## src/rtl/fft_pkg.sv

```systemverilog
// Shared types and helpers for the radix-2 FFT sequencing blocks.
// Holds the controller FSM state encoding and a bit-reversal helper.
// Purely declarative: no logic, no ports, no clocked behaviour.
package fft_pkg;

  typedef enum logic [2:0] {
    IDLE   = 3'd0,
    RUN    = 3'd1,
    DRAIN  = 3'd2,
    UNLOAD = 3'd3,
    DONE   = 3'd4
  } fsm_state_e;

  // Reverse the low w bits of v; bits above w come back as zero.
  function automatic logic [31:0] bitrev(input logic [31:0] v, input int unsigned w);
    logic [31:0] r;
    r = {<<{v}};
    return r >> (32 - w);
  endfunction

endpackage

```

## src/rtl/fft_dif_ctrl_addr_gen.sv

```systemverilog
// fft_addr_gen: butterfly operand and twiddle address generator for radix-2 DIF.
// Latency: purely combinational, outputs follow (k, s) in the same cycle.
// Backpressure: none; the caller decides when k and s advance.
// Ports: k (butterfly index within the stage), s (stage index) -> a, b (operand
// pair addresses, b = a + span) and tw (twiddle ROM address).
module fft_addr_gen #(
  parameter int N_POINTS = 16,
  localparam int ADDRW = $clog2(N_POINTS),
  localparam int TWW = ADDRW - 1,
  localparam int STGW = (ADDRW > 1) ? $clog2(ADDRW) : 1
) (
  input  logic [TWW-1:0]   k,
  input  logic [STGW-1:0]  s,
  output logic [ADDRW-1:0] a,
  output logic [ADDRW-1:0] b,
  output logic [TWW-1:0]   tw
);

  logic [ADDRW-1:0] span;
  logic [ADDRW-1:0] mask;
  logic [ADDRW-1:0] kx;
  logic [ADDRW-1:0] j;

  // span is a power of two, so k mod span and k / span reduce to masking;
  // doubling the group bits of k yields g*2*span directly.
  always_comb begin
    span = ADDRW'(N_POINTS / 2) >> s;
    mask = span - ADDRW'(1);
    kx   = ADDRW'(k);
    j    = kx & mask;
    a    = ((kx & ~mask) << 1) | j;
    b    = a | span;
    tw   = TWW'(j << s);
  end

endmodule

```

## src/rtl/fft_dif_ctrl.sv

```systemverilog
// fft_dif_ctrl: stage/butterfly sequencer for an in-place radix-2 DIF FFT.
// Latency: start -> first rd_en 1 cycle; write-back trails reads by BFU_LAT cycles;
//          done after log2(N)*(N/2+BFU_LAT)+1 cycles (+N with bit-reversed unload).
// Backpressure: hold freezes FSM, counters and write pipeline; strobes keep their values.
// Ports: start/busy/done handshake; rd_en, rd_addr_a/b, tw_addr for operand fetch;
// wr_en, wr_addr_a/b for write-back; stage index. Optional FFT_CTRL_BITREV_EN adds
// an UNLOAD phase with out_valid/out_addr presenting results in natural order.
module fft_dif_ctrl
  import fft_pkg::*;
#(
  parameter int N_POINTS = 16,
  parameter int BFU_LAT = 2,
  localparam int ADDRW = $clog2(N_POINTS),
  localparam int TWW = ADDRW - 1,
  localparam int STGW = (ADDRW > 1) ? $clog2(ADDRW) : 1
) (
  input  logic             clk,
  input  logic             rst,
  input  logic             start,
  input  logic             hold,
  output logic             busy,
  output logic             done,
  output logic [STGW-1:0]  stage,
  output logic             rd_en,
  output logic [ADDRW-1:0] rd_addr_a,
  output logic [ADDRW-1:0] rd_addr_b,
  output logic [TWW-1:0]   tw_addr,
  output logic             wr_en,
  output logic [ADDRW-1:0] wr_addr_a,
  output logic [ADDRW-1:0] wr_addr_b
`ifdef FFT_CTRL_BITREV_EN
  ,
  output logic             out_valid,
  output logic [ADDRW-1:0] out_addr
`endif
);

  localparam int LATW = (BFU_LAT > 1) ? $clog2(BFU_LAT) : 1;
  localparam logic [TWW-1:0]  K_LAST   = TWW'(N_POINTS / 2 - 1);
  localparam logic [STGW-1:0] S_LAST   = STGW'(ADDRW - 1);
  localparam logic [LATW-1:0] LAT_LAST = LATW'(BFU_LAT - 1);

  fsm_state_e      state_q, state_d;
  logic [TWW-1:0]  k_q, k_d;
  logic [STGW-1:0] stage_q, stage_d;
  logic [LATW-1:0] dcnt_q, dcnt_d;
`ifdef FFT_CTRL_BITREV_EN
  logic [ADDRW-1:0] uidx_q, uidx_d;
`endif

  // Write-back delay line; index BFU_LAT-1 is the oldest entry.
  logic [BFU_LAT-1:0]            wen_q, wen_d;
  logic [BFU_LAT-1:0][ADDRW-1:0] wa_q, wa_d;
  logic [BFU_LAT-1:0][ADDRW-1:0] wb_q, wb_d;

  logic [ADDRW-1:0] gen_a;
  logic [ADDRW-1:0] gen_b;
  logic [TWW-1:0]   gen_tw;

  fft_addr_gen #(
    .N_POINTS(N_POINTS)
  ) u_addr_gen (
    .k (k_q),
    .s (stage_q),
    .a (gen_a),
    .b (gen_b),
    .tw(gen_tw)
  );

  // Next-state and counter logic; everything holds while hold is high.
  always_comb begin
    state_d = state_q;
    k_d     = k_q;
    stage_d = stage_q;
    dcnt_d  = dcnt_q;
`ifdef FFT_CTRL_BITREV_EN
    uidx_d  = uidx_q;
`endif
    if (!hold) begin
      case (state_q)
        IDLE: begin
          if (start) begin
            state_d = RUN;
            k_d     = '0;
            stage_d = '0;
          end
        end
        RUN: begin
          if (k_q == K_LAST) begin
            state_d = DRAIN;
            k_d     = '0;
            dcnt_d  = '0;
          end else begin
            k_d = k_q + TWW'(1);
          end
        end
        DRAIN: begin
          // Stay until the last butterfly of the stage has been written back.
          if (dcnt_q == LAT_LAST) begin
            dcnt_d = '0;
            if (stage_q == S_LAST) begin
`ifdef FFT_CTRL_BITREV_EN
              state_d = UNLOAD;
              uidx_d  = '0;
`else
              state_d = DONE;
`endif
            end else begin
              state_d = RUN;
              stage_d = stage_q + STGW'(1);
            end
          end else begin
            dcnt_d = dcnt_q + LATW'(1);
          end
        end
`ifdef FFT_CTRL_BITREV_EN
        UNLOAD: begin
          if (uidx_q == ADDRW'(N_POINTS - 1)) begin
            state_d = DONE;
            uidx_d  = '0;
          end else begin
            uidx_d = uidx_q + ADDRW'(1);
          end
        end
`endif
        DONE: begin
          state_d = IDLE;
          stage_d = '0;
        end
        default: begin
          state_d = IDLE;
        end
      endcase
    end
  end

  // Read-side outputs decode straight from state so reset clears them at once.
  always_comb begin
    busy      = (state_q != IDLE);
    done      = (state_q == DONE);
    rd_en     = (state_q == RUN);
    rd_addr_a = rd_en ? gen_a : '0;
    rd_addr_b = rd_en ? gen_b : '0;
    tw_addr   = rd_en ? gen_tw : '0;
  end

  assign stage = stage_q;

`ifdef FFT_CTRL_BITREV_EN
  always_comb begin
    out_valid = (state_q == UNLOAD);
    out_addr  = out_valid ? ADDRW'(bitrev(32'(uidx_q), ADDRW)) : '0;
  end
`endif

  // Shift the read strobe and addresses in at index 0; the cast drops the oldest.
  always_comb begin
    wen_d = wen_q;
    wa_d  = wa_q;
    wb_d  = wb_q;
    if (!hold) begin
      wen_d = BFU_LAT'({wen_q, rd_en});
      wa_d  = (BFU_LAT * ADDRW)'({wa_q, rd_addr_a});
      wb_d  = (BFU_LAT * ADDRW)'({wb_q, rd_addr_b});
    end
  end

  assign wr_en     = wen_q[BFU_LAT-1];
  assign wr_addr_a = wa_q[BFU_LAT-1];
  assign wr_addr_b = wb_q[BFU_LAT-1];

  always_ff @(posedge clk or posedge rst) begin
    if (rst) begin
      state_q <= IDLE;
      k_q     <= '0;
      stage_q <= '0;
      dcnt_q  <= '0;
`ifdef FFT_CTRL_BITREV_EN
      uidx_q  <= '0;
`endif
      wen_q   <= '0;
      wa_q    <= '0;
      wb_q    <= '0;
    end else begin
      state_q <= state_d;
      k_q     <= k_d;
      stage_q <= stage_d;
      dcnt_q  <= dcnt_d;
`ifdef FFT_CTRL_BITREV_EN
      uidx_q  <= uidx_d;
`endif
      wen_q   <= wen_d;
      wa_q    <= wa_d;
      wb_q    <= wb_d;
    end
  end

endmodule

```

## config.mk

```make
export PLATFORM = sky130hd
export DESIGN_NAME = fft_dif_ctrl
export DESIGN_NICKNAME = d
export VERILOG_FILES = /design/src/rtl/fft_pkg.sv /design/src/rtl/fft_dif_ctrl_addr_gen.sv /design/src/rtl/fft_dif_ctrl.sv
export SDC_FILE = /design/constraint.sdc
export NUM_CORES = 1
export LEC_CHECK = 0
export ABC_CLOCK_PERIOD_IN_PS = 2700
export CAP_MARGIN = 10
export CORE_ASPECT_RATIO = 1.1
export CORE_UTILIZATION = 30
export CTS_CLUSTER_DIAMETER = 30
export DETAILED_ROUTE_END_ITERATION = 8
export GPL_ROUTABILITY_DRIVEN = 0
export SETUP_SLACK_MARGIN = 0.2
export SYNTH_ARGS = -nofsm -noshare
export SYNTH_HDL_FRONTEND = slang
export SYNTH_SLANG_ARGS = --single-unit
```

## constraint.sdc

```tcl
create_clock -name clk -period 2.7 [get_ports clk]
set_input_delay 0.54 -clock clk [delete_from_list [all_inputs] [get_ports clk]]
set_output_delay 0.54 -clock clk [all_outputs]
set_load 0.1 [all_outputs]
```

==> reports/qor.yml, run 1 <==
nNetsFinal: 172
drive_above_1_share_pct: 46.54
synthDistinctLibCells: 38
start_util_pct: 31.90
skew_ns: 0.003104
setup_tns_ns: 0
yosys.area.top_type_share_pct: 44.59
cts_setup_buffers: 0
timing.rr.start: "stage[1]"
hold_class: "reg2reg"
fillers: 464
endpoint_kind: "output port"
cts.sinks: 27
cp.required_ns: 2.16
slew_headroom_pct: 70.65
tritoncts: "built"
period_share_pct: 89.78
worst_pin_slew_ns: 0.4357
synth_largest_area_cell: "dfrtp_1"
seq_area_frac_synth_pct: 44.59
fp.dieH_um: 76.54
cp_max_fo: 7
dieWidth_um: 69.76
place_hpwl_um: 2322
synth_cells: 140
num_rows: 26
ctsResizeCount: 1
synthTopCellsByCount: "dfrtp_1, mux2_2, nor2_1, buf_4"
clock_latency_ns: 0.27
numPortBuffers: 28
syn2layout_area_growth_pct: 34.43
yosys_warnings: 0
worstPathArrival_ns: 1.88
grt_pass1_wl_um: 5451
vias: 1095
synth_area_leaders: "dfrtp_1, mux2_2, ha_1, buf_4, nor2_1"
cp-start-kind: "flop"
rsz0062_at_grt: "no"
antenna_found_initial: 0
status: "complete, no violations"
r2r-end: "stage[0]"
holdBufCountCts: 0
synth_seq_cells: 27
r2r_slack_ns: 0.73
slew_viol_final: 0
numCtsBuffers: 3
crit_start: "stage[0]"
drt-initial-drc-count: 33
cap_violations: 0
dr.pass1.iters: 4
place_ws_ns: 0.3833
clk_pin_slew_ns: 0.09
clock.fmax_mhz: 412.5
synthArstFlopShare_pct: 100.0
core_mm2: 0.004750
grt_pass1_vias: 1095
avgSynthCellArea_um2: 10.82
diodes: 0
io_pins: 29
grt_overflow: 0
cp-endpoint: "tw_addr[2]"
root_buffer: "clkbuf_8"
r2r_cells: 4
period_needed_ns: 2.424
track_usage_pct: 12.47
path_class: "reg2out"
setup_viol: 0
synth_edf_count: 0
setup_slack_ns: 0.2759
postRouteAntennaNets: 0
drc: 0
grt_max_degree: 28
finalHoldViolCount: 0
hp-start: "wb_q[3]"
vias_per_cell: 5.093
syn_nets: 152
synth.most_common_cell: "dfrtp_1"
final_util_pct: 42.89
netlist_area_mm2: 0.001515
htreeDepth: 1
clock_path_buffers: 2
wl_per_cell_um: 14.27
dieArea_mm2: 0.005339
ys.flop_type: "dfrtp_1"
drt-total-wl_um: 3067
==> cell usage in the layout (no fill, tap or decap), drive strengths merged, types with 4 or more instances in the layout <==
cell   instances
nor3           5
buf           29
nor2          14
dfrtp         27
and2           4
ha             8
o31ai          5
a22o           5
mux2          14
nand2          8
==> layer usage <==
metal	vias up	wire length (um)	global-route usage, %
li1	530	-	-
met1	546	1386	16.69
met2	17	1539	20.87
met3	2	114	2.116
met4	0	27	3.000
met5	-	0	0
==> flip-flops by register name, summed over array words and instances, names as in the netlist <==
| register | flops |
|---|---|
| wa_q | 4 |
| wb_q | 4 |
| wr_addr_a | 4 |
| wr_addr_b | 4 |
| k_q | 3 |
| state_q | 3 |
| stage | 2 |
| wen_q | 2 |
| dcnt_q | 1 |
==> worst min-delay path by stage <==
stage / endpoint / slack, ns / depth (start not counted)
5_1_grt: wen_q[0] / 0.52 / 1
3_3_place_gp: wen_q[0] / 0.47 / 1
6_report: wb_q[3] / 0.49 / 2
3_5_place_dp: wb_q[3] / 0.47 / 2
2_1_floorplan: wa_q[1] / 0.45 / 2
4_1_cts: wb_q[3] / 0.50 / 2
==> logic make-up (layout without fill, tap and decap cells) <==
group / after synthesis / count (layout) / share of synthesized area, %
simple gates: 43 / 43 / 15.03
flops: 27 / 27 / 44.59
buf+inv: 22 / 41 / 9.661
fa+ha+maj: 8 / 8 / 6.606
mux: 16 / 16 / 11.73
compound gates: 24 / 24 / 12.39
==> worst max-delay path, cell delays in order (launching register included) <==
cell and delay, ns:
dfrtp_4 0.51, clkinvlp_4 0.19, ha_1 0.29, a311oi_2 0.37, a211oi_4 0.09, buf_12 0.18
==> layout make-up <==
cell class	count	area (um2)	share of cell area [%]
flip-flops and latches	27	684.4	33.60
multi-input cells	91	809.5	39.74
well taps	56	70.07	3.440
inverters	5	26.28	1.290
clock inverters	1	7.507	0.3686
repair buffers	32	397.9	19.53
clock buffers	3	41.29	2.027
==> metrics by stage <==
stage | cells | area, um2 | hold WS (ns)
2_1_floorplan | 140 | 1625 | 0.4478
3_3_place_gp | 211 | 1966 | 0.4661
3_5_place_dp | 211 | 1966 | 0.4745
4_1_cts | 215 | 2017 | 0.4985
5_1_grt | 215 | 2037 | 0.5178
6_report | 215 | 2037 | 0.4920
Power of run 1 is not shown: default switching activity piles up to over one toggle a cycle in this logic, so the estimate is an artifact.
==> run 2, diff against run 1 <==
--- a/config.mk
+++ b/config.mk
@@ -11,8 +11,9 @@
 export CORE_UTILIZATION = 30
 export CTS_CLUSTER_DIAMETER = 30
 export DETAILED_ROUTE_END_ITERATION = 8
+export DONT_BUFFER_PORTS = 1
 export GPL_ROUTABILITY_DRIVEN = 0
-export SETUP_SLACK_MARGIN = 0.2
+export SETUP_SLACK_MARGIN = 0.3
 export SYNTH_ARGS = -nofsm -noshare
 export SYNTH_HDL_FRONTEND = slang
 export SYNTH_SLANG_ARGS = --single-unit
==> constraint.sdc (replaced) <==
create_clock -name clk -period 2.7 [get_ports clk]
set_input_delay 0.27 -clock clk [delete_from_list [all_inputs] [get_ports clk]]
set_output_delay 0.27 -clock clk [all_outputs]
set_load 0.1 [all_outputs]
==> reports/qor.yml, run 2 (synthesized netlist as in run 1, its figures left out) <==
cp_max_fo: 6
hold_class: "in2reg"
setup_slack_ns: 0.4305
multiInputGateArea_um2: 763.2
cp.required_ns: 2.43
cp-start-kind: "flop"
dieArea_mm2: 0.005339
htreeDepth: 1
setup_viol: 0
place_ws_ns: 0.5515
skew_ns: 0.001716
start_util_pct: 31.90
cap_violations: 0
register_area_um2: 678.2
slew_viol_final: 0
antenna_found_initial: 0
period_needed_ns: 2.270
drt-total-wl_um: 2979
wl_per_cell_um: 14.82
cpLargestDelayFamily: "buffers and inverters"
slowest_delay_ns: 0.46
clock_path_buffers: 2
timing.rr.start: "stage[0]"
grt_pass1_vias: 1036
status: "complete, no violations"
dr.pass1.iters: 4
cts.sinks: 27
clock.fmax_mhz: 440.6
vias_per_cell: 5.289
syn2layout_area_growth_pct: 17.18
slew_headroom_pct: 39.38
numPortBuffers: 0
grt_pass1_wl_um: 5023
fillers: 489
finalHoldViolCount: 0
most-common-layout-cells: "dfrtp_1, mux2_2, buf_4"
crit_start: "stage[0]"
grt_overflow: 0
cpMaxStageDelayCell: "dfrtp_2"
num_rows: 26
worst_pin_slew_ns: 0.9094
cp_common_cell: "buf_4"
hp-start: "hold"
nNetsFinal: 158
path_class: "reg2out"
worst-path-buf-inv: 2
diodes: 0
endpoint_kind: "output port"
track_usage_pct: 11.74
worstPathArrival_ns: 2.00
worstPathCellList: "buf_4 > ha_1 > a221oi_1 > nor2_2 > buf_4"
setup_tns_ns: 0
grt_max_degree: 36
numCtsBuffers: 3
rsz0062_at_grt: "no"
period_share_pct: 84.06
drc: 0
dieWidth_um: 69.76
tritoncts: "built"
fp.dieH_um: 76.54
final_common_cell: "dfrtp_1"
clk_pin_slew_ns: 0.09
io_pins: 29
root_buffer: "clkbuf_8"
vias: 1063
postRouteAntennaNets: 0
drive_above_1_share_pct: 36.55
core_mm2: 0.004750
clock_latency_ns: 0.27
drt-initial-drc-count: 26
place_hpwl_um: 2213
## run 2: cell count changes in the layout (fill, tap and decap cells not counted), moves of 3 or more
cell / before / now
nor2_2: 1 / 4
clkdlybuf4s50_1: 3 / 0
buf_12: 12 / 3
buf_4: 17 / 13
nor2_4: 5 / 1
## run 2: worst paths after layout
path | cells after the start | slack [ns] | to
worst max-delay path | 5 | 0.43 | rd_addr_b[1]
worst min-delay path | 1 | 0.09 | wa_q[1]
worst max register to register | 4 | 0.77 | stage[0]
worst min register to register | 1 | 0.48 | wen_q[0]
max in group asynchronous | 3 | 1.95 | stage[0]
min in group asynchronous | 2 | 0.35 | state_q[0]
## run 2: timing repair
item,CTS,global route
endpoints found under the hold margin,0,3
setup buffers,0,0
hold buffers,0,1
gates resized for setup,1,0
setup endpoints to repair,7,0
## run 2: final cells by class
type                    instances  area share, %
clock buffers                   3          2.326
inverters                       5          1.269
well taps                      56          3.946
multi-input cells              91          42.99
flip-flops and latches         27          38.20
clock inverters                 1         0.2819
repair buffers                 18          10.99
## run 2: layer usage
metal	part of all wire [%]	global-route usage (%)
met1	45	14.25
met2	49	19.81
met3	5.1	2.646
met4	1.4	5.000
met5	0	0
## run 2: metrics by stage
| stage | hold WS [ns] | instances | cell area, um2 | util, % |
|---|---|---|---|---|
| floorplan | 0.3226 | 140 | 1583 | - |
| global placement | 0.3806 | 195 | 1689 | 35.56 |
| detailed placement | 0.3823 | 195 | 1689 | 35.56 |
| CTS | 0.07954 | 199 | 1738 | 36.59 |
| global route | 0.07616 | 201 | 1775 | 37.38 |
| finish | 0.09107 | 201 | 1775 | 37.38 |
Power of run 2 is left out for the same reason.
==> run 3, diff against run 2 <==
--- a/config.mk
+++ b/config.mk
@@ -5,7 +5,7 @@
 export SDC_FILE = /design/constraint.sdc
 export NUM_CORES = 1
 export LEC_CHECK = 0
-export ABC_CLOCK_PERIOD_IN_PS = 2700
+export ABC_CLOCK_PERIOD_IN_PS = 2200
 export CAP_MARGIN = 10
 export CORE_ASPECT_RATIO = 1.1
 export CORE_UTILIZATION = 30
==> constraint.sdc (replaced) <==
create_clock -name clk -period 2.2 [get_ports clk]
set_input_delay 0.22 -clock clk [delete_from_list [all_inputs] [get_ports clk]]
set_output_delay 0.22 -clock clk [all_outputs]
set_load 0.1 [all_outputs]
==> reports/qor.yml, run 3 (synthesized netlist as in run 1, its figures left out) <==
status: "complete, no violations"
dieWidth_um: 69.76
diodes: 0
hold_end: "wb_q[1]"
final_area_mm2: 0.002012
start_util_pct: 31.90
final_common_cell: "dfrtp_1"
clock_latency_ns: 0.27
clock_path_buffers: 2
fp.dieH_um: 76.54
root_buffer: "clkbuf_8"
worst_pin_slew_ns: 0.8948
cts.sinks: 27
placed_cell_area_mm2: 0.001837
path_class: "reg2out"
nNetsFinal: 169
clk_pin_slew_ns: 0.09
io_pins: 29
grt_pass1_vias: 1080
worstPathCellList: "ha_4 > nor2b_4 > nand2_4 > a211oi_4 > buf_12"
cap_violations: 0
drc: 0
most-common-layout-cells: "dfrtp_1, buf_4, mux2_2"
r2r-end: "stage[0]"
numCtsBuffers: 3
r2r_slack_ns: 0.34
period_needed_ns: 1.924
endpoint_kind: "output port"
slew_viol_final: 0
numPortBuffers: 0
skew_ns: 0.002520
hold_depth: 1
drt-initial-drc-count: 51
grt_overflow: 0
track_usage_pct: 12.40
clock.fmax_mhz: 519.7
grt_max_degree: 36
cp_max_fo: 6
cpMaxStageDelayCell: "dfrtp_4"
htreeDepth: 1
drive_above_1_share_pct: 47.44
num_rows: 26
core_mm2: 0.004750
rsz0062_at_grt: "yes"
place_hpwl_um: 2244
setup_viol: 0
register_area_um2: 684.4
dr.pass1.iters: 4
vias_per_cell: 5.156
fillers: 461
hp-start: "hold"
cp-start-kind: "flop"
wl_per_cell_um: 14.91
period_share_pct: 87.46
slowest_delay_ns: 0.54
tritoncts: "built"
timing.rr.start: "stage[1]"
setup_tns_ns: 0
slew_headroom_pct: 40.35
drt-total-wl_um: 3161
final_util_pct: 42.36
setup_slack_ns: 0.2759
grt_pass1_wl_um: 5340
hold_class: "in2reg"
syn2layout_area_growth_pct: 32.78
postRouteAntennaNets: 0
r2r_cells: 4
antenna_found_initial: 0
dieArea_mm2: 0.005339
place_ws_ns: 0.3451
vias: 1093
multiInputGateArea_um2: 840.8
finalHoldViolCount: 0
worstPathArrival_ns: 1.70
cp.required_ns: 1.98
-- run 3: changes by cell type in the layout (fill, tap and decap cells not counted), moves of 3 or more --
cell and change:
buf_6 +4, and2_4 +3, buf_12 +6, and2_2 -3
-- run 3: per-stage QoR --
step	cells	hold WS, ns
6_report	212	0.04489
5_1_grt	212	0.03460
4_1_cts	212	0.03168
3_5_place_dp	199	0.2491
3_3_place_gp	199	0.2488
2_1_floorplan	140	0.2728
-- run 3: worst max path at each step --
stage	cells past startpoint	slack, ns	startpoint	end
after floorplan	4	-0.04	stage[1]	tw_addr[2]
after global placement	4	0.37	stage[1]	stage[0]
after detailed placement	4	0.35	stage[0]	stage[0]
after CTS	5	0.28	stage[1]	tw_addr[2]
after global routing	5	0.23	stage[1]	tw_addr[2]
final	5	0.28	stage[1]	tw_addr[2]
-- run 3: worst max-delay path: cells and delay by family (launching register included) --
| kind | cells | cell delay, ns |
|---|---|---|
| flip-flops | 1 | 0.54 |
| buffers and inverters | 1 | 0.21 |
| adder cells (fa/ha/maj) | 1 | 0.19 |
| AO/OA/AOI/OAI | 1 | 0.25 |
| AND/OR/NAND/NOR | 2 | 0.24 |
-- run 3: repair_timing --
| item | 4_1_cts | 5_1_grt |
|---|---|---|
| pin swaps | 5 | 6 |
| endpoints found under the setup margin | 12 | 11 |
| cloned | 1 | 0 |
| buffers inserted | 7 | 0 |
| resized for setup | 10 | 5 |
| hold endpoints to repair | 16 | 0 |
| hold buffers | 1 | 0 |
-- run 3: layout make-up --
class / instances / share of cell area (%)
flip-flops and latches: 27 / 34.02
clock inverters: 1 / 0.2488
well taps: 56 / 3.483
inverters: 5 / 1.493
clock buffers: 3 / 2.052
multi-input cells: 92 / 41.79
repair buffers: 28 / 16.92
-- run 3: metal layers --
metal  GRT usage [%]  routed length, um  up-vias
met4           4.800                 37        0
met2           19.23               1566       27
met1           16.96               1390      540
met5               0                  0        -
met3           2.381                167        5
li1                -                  -      521
Power of run 3 is left out for the same reason.
